## src/rtl/uart_rx.sv

```systemverilog
// uart_rx: oversampling asynchronous serial receiver.
//
// Frame: start bit (0), WIDTH data bits LSB first, optional parity bit,
// one stop bit (1). Each good frame is presented on P_DATA with a one-cycle
// data_valid pulse; bad frames raise a one-cycle par_err or stp_err pulse and
// leave P_DATA untouched.
//
// Optional feature macro: UART_RX_MAJORITY_VOTE_EN
//   defined   : each bit is the 2-of-3 vote of samples at edge_cnt
//               OVERSAMPLE/2-1, OVERSAMPLE/2, OVERSAMPLE/2+1 (decision at +1)
//   undefined : single sample at edge_cnt == OVERSAMPLE/2
//
// Ports:
//   clk        system clock, rising edge
//   rst        asynchronous active-low reset
//   RX_IN      serial line (idles high, asynchronous to clk)
//   PAR_EN     1 = frame carries a parity bit (captured at frame start)
//   PAR_TYP    0 = even, 1 = odd parity (captured at frame start)
//   P_DATA     last accepted data word
//   data_valid one-cycle pulse, P_DATA updated
//   par_err    one-cycle pulse, parity mismatch, frame dropped
//   stp_err    one-cycle pulse, stop bit low, frame dropped
//   state_dbg  current FSM state (IDLE=0 START=1 DATA=2 PARITY=3 STOP=4)
//
// Handshake: outputs are pulses only; there is no ready/back-pressure. A
// consumer must capture P_DATA in the cycle data_valid is high.
module uart_rx #(
  parameter int WIDTH      = 8,
  parameter int OVERSAMPLE = 8
) (
  input  logic             clk,
  input  logic             rst,
  input  logic             RX_IN,
  input  logic             PAR_EN,
  input  logic             PAR_TYP,
  output logic [WIDTH-1:0] P_DATA,
  output logic             data_valid,
  output logic             par_err,
  output logic             stp_err,
  output logic [2:0]       state_dbg
);

  localparam int CW = $clog2(OVERSAMPLE);
  localparam int BW = $clog2(WIDTH);
  localparam logic [CW-1:0] LAST_CNT = CW'(OVERSAMPLE - 1);
  localparam logic [CW-1:0] MID_CNT  = CW'(OVERSAMPLE / 2);
  localparam logic [BW-1:0] LAST_BIT = BW'(WIDTH - 1);

  typedef enum logic [2:0] {
    IDLE   = 3'd0,
    START  = 3'd1,
    DATA   = 3'd2,
    PARITY = 3'd3,
    STOP   = 3'd4
  } state_t;

  state_t           state, state_nxt;
  logic             sync1, rx_s, rx_d;
  logic [CW-1:0]    edge_cnt;
  logic [BW-1:0]    bit_cnt;
  logic [WIDTH-1:0] shreg;
  logic             par_en_q, par_typ_q, par_bad;
  logic             fall, wrap, samp_pt, bit_val;
  logic             done_ok, done_par, done_stp;

  assign fall      = rx_d & ~rx_s;
  assign wrap      = (edge_cnt == LAST_CNT);
  assign state_dbg = state;

`ifdef UART_RX_MAJORITY_VOTE_EN
  logic vote_a, vote_b;
  // Third sample is the live rx_s at the decision edge.
  assign samp_pt = (edge_cnt == MID_CNT + CW'(1));
  assign bit_val = (vote_a & vote_b) | (vote_a & rx_s) | (vote_b & rx_s);

  always_ff @(posedge clk or negedge rst) begin
    if (!rst) begin
      vote_a <= 1'b1;
      vote_b <= 1'b1;
    end else begin
      if (edge_cnt == MID_CNT - CW'(1)) vote_a <= rx_s;
      if (edge_cnt == MID_CNT)          vote_b <= rx_s;
    end
  end
`else
  assign samp_pt = (edge_cnt == MID_CNT);
  assign bit_val = rx_s;
`endif

  // Next-state and frame-result decode.
  always_comb begin
    state_nxt = state;
    done_ok   = 1'b0;
    done_par  = 1'b0;
    done_stp  = 1'b0;
    case (state)
      IDLE:   if (fall) state_nxt = START;
      START: begin
        if (samp_pt && bit_val) state_nxt = IDLE;  // glitch, not a start bit
        else if (wrap)          state_nxt = DATA;
      end
      DATA:   if (wrap && bit_cnt == LAST_BIT) state_nxt = par_en_q ? PARITY : STOP;
      PARITY: if (wrap) state_nxt = STOP;
      STOP: begin
        // Finish at the sample point so a following start edge anywhere in
        // the back half of the stop bit is seen from IDLE.
        if (samp_pt) begin
          state_nxt = IDLE;
          if (!bit_val)     done_stp = 1'b1;
          else if (par_bad) done_par = 1'b1;
          else              done_ok  = 1'b1;
        end
      end
      default: state_nxt = IDLE;
    endcase
  end

  always_ff @(posedge clk or negedge rst) begin
    if (!rst) state <= IDLE;
    else      state <= state_nxt;
  end

  always_ff @(posedge clk or negedge rst) begin
    if (!rst) begin
      sync1      <= 1'b1;
      rx_s       <= 1'b1;
      rx_d       <= 1'b1;
      edge_cnt   <= '0;
      bit_cnt    <= '0;
      shreg      <= '0;
      par_en_q   <= 1'b0;
      par_typ_q  <= 1'b0;
      par_bad    <= 1'b0;
      P_DATA     <= '0;
      data_valid <= 1'b0;
      par_err    <= 1'b0;
      stp_err    <= 1'b0;
    end else begin
      sync1 <= RX_IN;
      rx_s  <= sync1;
      rx_d  <= rx_s;

      edge_cnt <= (state == IDLE || wrap) ? '0 : edge_cnt + CW'(1);

      if (state == IDLE) begin
        bit_cnt <= '0;
        if (fall) begin
          par_en_q  <= PAR_EN;
          par_typ_q <= PAR_TYP;
          par_bad   <= 1'b0;
        end
      end

      if (state == DATA) begin
        if (samp_pt) shreg <= {bit_val, shreg[WIDTH-1:1]};
        if (wrap)    bit_cnt <= (bit_cnt == LAST_BIT) ? '0 : bit_cnt + BW'(1);
      end

      if (state == PARITY && samp_pt)
        par_bad <= (bit_val != ((^shreg) ^ par_typ_q));

      data_valid <= done_ok;
      par_err    <= done_par;
      stp_err    <= done_stp;
      if (done_ok) P_DATA <= shreg;
    end
  end

endmodule

```

## config.mk

```make
export PLATFORM = sky130hd
export DESIGN_NAME = uart_rx
export DESIGN_NICKNAME = d
export VERILOG_FILES = /design/src/rtl/uart_rx.sv
export SDC_FILE = /design/constraint.sdc
export NUM_CORES = 1
export LEC_CHECK = 0
export CORE_ASPECT_RATIO = 0.8
export CORE_UTILIZATION = 40
export DETAILED_ROUTE_END_ITERATION = 7
export PLACE_DENSITY = 0.67
export SETUP_SLACK_MARGIN = 0.5
export SLEW_MARGIN = 20
export SYNTH_ARGS = -nofsm -noshare
export SYNTH_HDL_FRONTEND = slang
export SYNTH_SLANG_ARGS = --single-unit
```

## constraint.sdc

```tcl
create_clock -name clk -period 5.1 [get_ports clk]
set_clock_uncertainty 0.15 [all_clocks]
set_input_delay 0.765 -clock clk [delete_from_list [all_inputs] [get_ports clk]]
set_output_delay 0.765 -clock clk [all_outputs]
set_load 0.1 [all_outputs]
```

* Word level (Yosys, flattened, before mapping)
Index checks and enable logic that the tools add are counted.
Widths: inputs -> output; s select.
** Storage, ports and cells
- Output and inout port bits :: 14
- Register bits after elaboration :: 34
- Logic and storage cells :: 71
** Operators by class
- Reduce and logical (&&, ||, !) cells :: 12
- Add/subtract/negate cells :: 2
- Muxes and demuxes :: 27
- Eq/ne operators :: 13
- Bitwise gates (word level) :: 3
** Operator list (number)
- $mux 3 :: 12
- $pmux 3 s5 :: 1
- $mux 1 :: 14
- $eq 3x3->1 const B :: 4
- $ne 2x2->1 const B :: 4
- $reduce_xor 8->1 :: 1
- $add 3x1->3 const B :: 2
- $eq 3x2->1 const B :: 2
- $reduce_and 2->1 :: 3
- $reduce_and 5->1 :: 1
- $reduce_bool 2->1 :: 2
- $eq 3x1->1 const B :: 1
- $logic_and 1x1->1 :: 3
- $logic_not 3->1 :: 1
- $ne 3x3->1 const B :: 1
- $and 1x1->1 :: 1
- $logic_or 1x1->1 :: 1
- $ne 1x1->1 :: 1
- $not 1->1 :: 1
- $xor 1x1->1 :: 1

* Depth between registers and ports, before layout
- Depth after elaboration :: 5
- Gate-level depth with buffers :: 6
- Depth with buffers taken out :: 6

* Worst setup path before layout
OpenSTA, ideal clock, no wires.
- Kind :: register -> register
- From :: reg state[1], in the netlist state_dbg[1]
- To :: reg shreg[0]
- Path buffers :: 2
- Path slack :: 2697 ps
- Arrival :: 2128 ps
- Stages on the path, launching flop included :: 6
- Clock period less this slack :: 2403 ps
- Path through :: dfrtp_1 buf_2 inv_1 or3_1 buf_6 mux2_4
** Between the ends
- Longest elaborated chain between the ends :: 2
** Ends and longest elaborated chain
- start, declared :: RTL line 57 : state_t state, state_nxt;
- start signal, assigned :: RTL line 120 : else state <= state_nxt;
- $eq 3x2->1 :: RTL line 154 : if (state == DATA) begin
- $reduce_and 2->1 (no line)
- end signal, assigned :: RTL line 155 : if (samp_pt) shreg <= {bit_val, shreg[WIDTH-1:1]};
- end, declared :: RTL line 61 : logic [WIDTH-1:0] shreg;
No other way between the ends.
A chain may end at the register's enable or synchronous reset.

* Worst setup path in the final report
- From :: reg state[1], in the netlist state_dbg[1]
- To :: out state_dbg[1]
** RTL lines
- end, declared :: RTL line 40 : output logic [2:0] state_dbg
No word-level cell between the ends.

==> flow_summary.json <==
{
  "antenna_found_initial": 0,
  "leakage_uw": 0.000880,
  "slowest_stage": "clkdlybuf4s50_1",
  "synth_seq_area_share_pct": 54.9,
  "finalCritPeriodShare_pct": 57.6,
  "numCtsBuffers": 5,
  "finalNetCount": 153,
  "final_cells": 185,
  "syn_to_final_growth_pct": 20.2,
  "drt-pass1-iter-count": 4,
  "drive_gt1_share_pct": 21.7,
  "ys_seq_elements": 34,
  "syn-cell-area_mm2": 0.00156,
  "max_cap_viol_count": 0,
  "grt_overflow": 0,
  "wirelength_um": 2770,
  "io_pins": 19,
  "cp-start-kind": "register",
  "totalPowerFinal_uw": 945,
  "p_per_area_mw_per_mm2": 505,
  "place_hpwl_um": 1990,
  "hold_class": "reg2reg",
  "drc_errors": 0,
  "ir_drop_v": 0.000239,
  "root_buffer": "clkbuf_8",
  "synth_top_family_by_area": "multiplexers",
  "grt_pass1_wl_um": 4710,
  "synth_area_leader_cell": "dfrtp_1",
  "netlist.area_leader.share_pct": 49.8,
  "synthCells": 118,
  "status": "complete, no violations",
  "ys_top_cells_by_count": "dfrtp_1, mux2_2, mux2_4",
  "layout_min_cycle_time_ns": 2.94,
  "tightest_slew_ns": 0.969,
  "vias_per_cell": 5.39,
  "critPathMaxStageDelay_ns": 1.20,
  "yosys_warnings": 0,
  "cts_max_path_buffers": 2,
  "ctsHoldBuffers": 0,
  "ctsResizeCount": 0,
  "floorplan.die_area_mm2": 0.00415,
  "core_area_mm2": 0.00357,
  "track_usage_pct": 15.5,
  "place.gp.congestion": 0.894,
  "routedWlPerCell_um": 15.0,
  "cts.sinks": 34,
  "synth_xor_area_share_pct": 5.39,
  "yosys-top-cells-area": "dfrtp_1, mux2_4, mux2_2, dfstp_2, ha_1",
  "post-route-cell-area_mm2": 0.00187,
  "yosys-mux-area-fraction_pct": 15.6,
  "placed_cells": 177,
  "synth_async_sr_flop_share_pct": 100,
  "detail-route-antenna-nets": 0,
  "syn-num-nets": 129,
  "rsz0062_at_grt": "no",
  "slew_violations": 0,
  "finalHoldViolCount": 0,
  "max_slew_margin_pct": 35.2,
  "synthSimpleGateAreaFrac_pct": 12.0,
  "path_delay_family": "buffers and inverters",
  "synth_enable_flop_cells": 0,
  "cp.required_ns": 4.18,
  "antenna_cells": 0,
  "arrival_ns": 2.02,
  "cts_tree": "yes",
  "finalSetupViolCount": 0,
  "clock_latency_ns": 0.28,
  "ys.flop_type": "dfrtp_1",
  "synth-compound-area-share_pct": 5.06,
  "critPathMaxFanout": 10,
  "yosysMostFrequentCell": "dfrtp_1",
  "drt_iter0_drc": 106,
  "htree_levels": 2,
  "die_w_um": 71.7,
  "worstPathCellList": "clkdlybuf4s50_1",
  "fp.dieH_um": 57.8,
  "crit_buf_inv": 1,
  "placed_area_mm2": 0.00178,
  "clkTransAtPathRegs_ns": 0.07,
  "synth_fa_ha_area_share_pct": 4.82,
  "finalSetupTns_ns": 0,
  "endpoint_kind": "output port",
  "grt_pass1_vias": 982,
  "syn_avg_cell_area_um2": 13.2,
  "fmaxAchievable_ghz": 0.341,
  "vias": 997,
  "rows": 19,
  "crit_type": "reg2out",
  "start_util_pct": 43.6,
  "grt_max_degree": 35,
  "utilization_pct": 52.5,
  "ys_types": 36,
  "portBuffers": 18,
  "postCtsSetupBuffers": 0
}
## registers in the layout, summed over array words and instances (netlist names)
signal / count
data_valid: 1
shreg: 8
par_err: 1
P_DATA: 8
par_en_q: 1
bit_cnt: 3
rx_d: 1
edge_cnt: 3
bit_val: 1
sync1: 1
stp_err: 1
state_dbg: 3
par_bad: 1
par_typ_q: 1
## per-stage QoR
step           setup slack, ns  hold slack [ns]
4_1_cts                   2.17            0.207
5_1_grt                   2.09            0.209
2_1_floorplan             2.70            0.195
6_report                  2.16            0.207
3_5_place_dp              2.49            0.198
3_3_place_gp              2.54            0.197
## worst reg2reg max path, delay by kind of cell, from the launching register on
kind	cells	cell delay, ns
and+or+nand+nor	2	0.93
muxes	1	0.37
DFF	1	0.45
## cell families (layout without fill, tap and decap cells)
| logic type | Yosys count | count (layout) |
|---|---|---|
| compound gates | 11 | 11 |
| xor+xnor | 8 | 8 |
| fa+ha+maj | 6 | 6 |
| buf+inv | 7 | 32 |
| flops | 34 | 34 |
| mux | 19 | 19 |
| simple gates | 33 | 33 |
## placed cells by master, fill, tap and decap left out, types with 2 or more instances in the layout
| master | n |
|---|---|
| dfrtp_1 | 31 |
| clkdlybuf4s50_1 | 18 |
| mux2_2 | 10 |
| mux2_4 | 8 |
| nand2_1 | 6 |
| xnor2_1 | 6 |
| ha_1 | 6 |
| clkbuf_8 | 6 |
| inv_1 | 5 |
| nor2_1 | 5 |
| o21ai_0 | 3 |
| nand3_1 | 3 |
| nor3_1 | 3 |
| dfstp_2 | 3 |
| nand4_1 | 2 |
| o22ai_1 | 2 |
| and2_1 | 2 |
| nand2b_1 | 2 |
| nor3b_1 | 2 |
| clkbuf_1 | 2 |
## routing by layer
layer  vias to the layer above  routed length (µm)  global-route usage, %
met5                         -                   0                      0
met4                         0                  42                   7.84
met3                         7                 199                   5.39
met2                        46                1270                   22.4
met1                       482                1250                   21.0
li1                        462                   -                      -
## report_power, final
group          internal [µW]  switching [µW]
Combinational            142             227
Clock                    110            88.2
Sequential               319            59.7
## layout make-up
cell class / instances / area [µm²]
inverter: 5 / 18.8
clock buffer: 8 / 90.1
multi-input combinational: 77 / 667
sequential: 34 / 855
tap: 42 / 52.6
timing repair buffer: 19 / 188
fill: 300 / 1700
## final timing paths
path / start / endpoint / slack (ns) / cells after the start
max: state_dbg[1]$_DFFE_PN0P_ / state_dbg[1] / 2.16 / 1
min: sync1$_DFF_PN1_ / bit_val$_DFF_PN1_ / 0.21 / 0
max reg2reg: state_dbg[2]$_DFFE_PN0P_ / shreg[5]$_DFFE_PN0P_ / 3.07 / 3
min reg2reg: sync1$_DFF_PN1_ / bit_val$_DFF_PN1_ / 0.21 / 0
max in group asynchronous: rst / rx_d$_DFF_PN1_ / 3.73 / 2
min in group asynchronous: rst / state_dbg[2]$_DFFE_PN0P_ / 0.73 / 2
No activity file was read; power rests on OpenSTA's default activity.
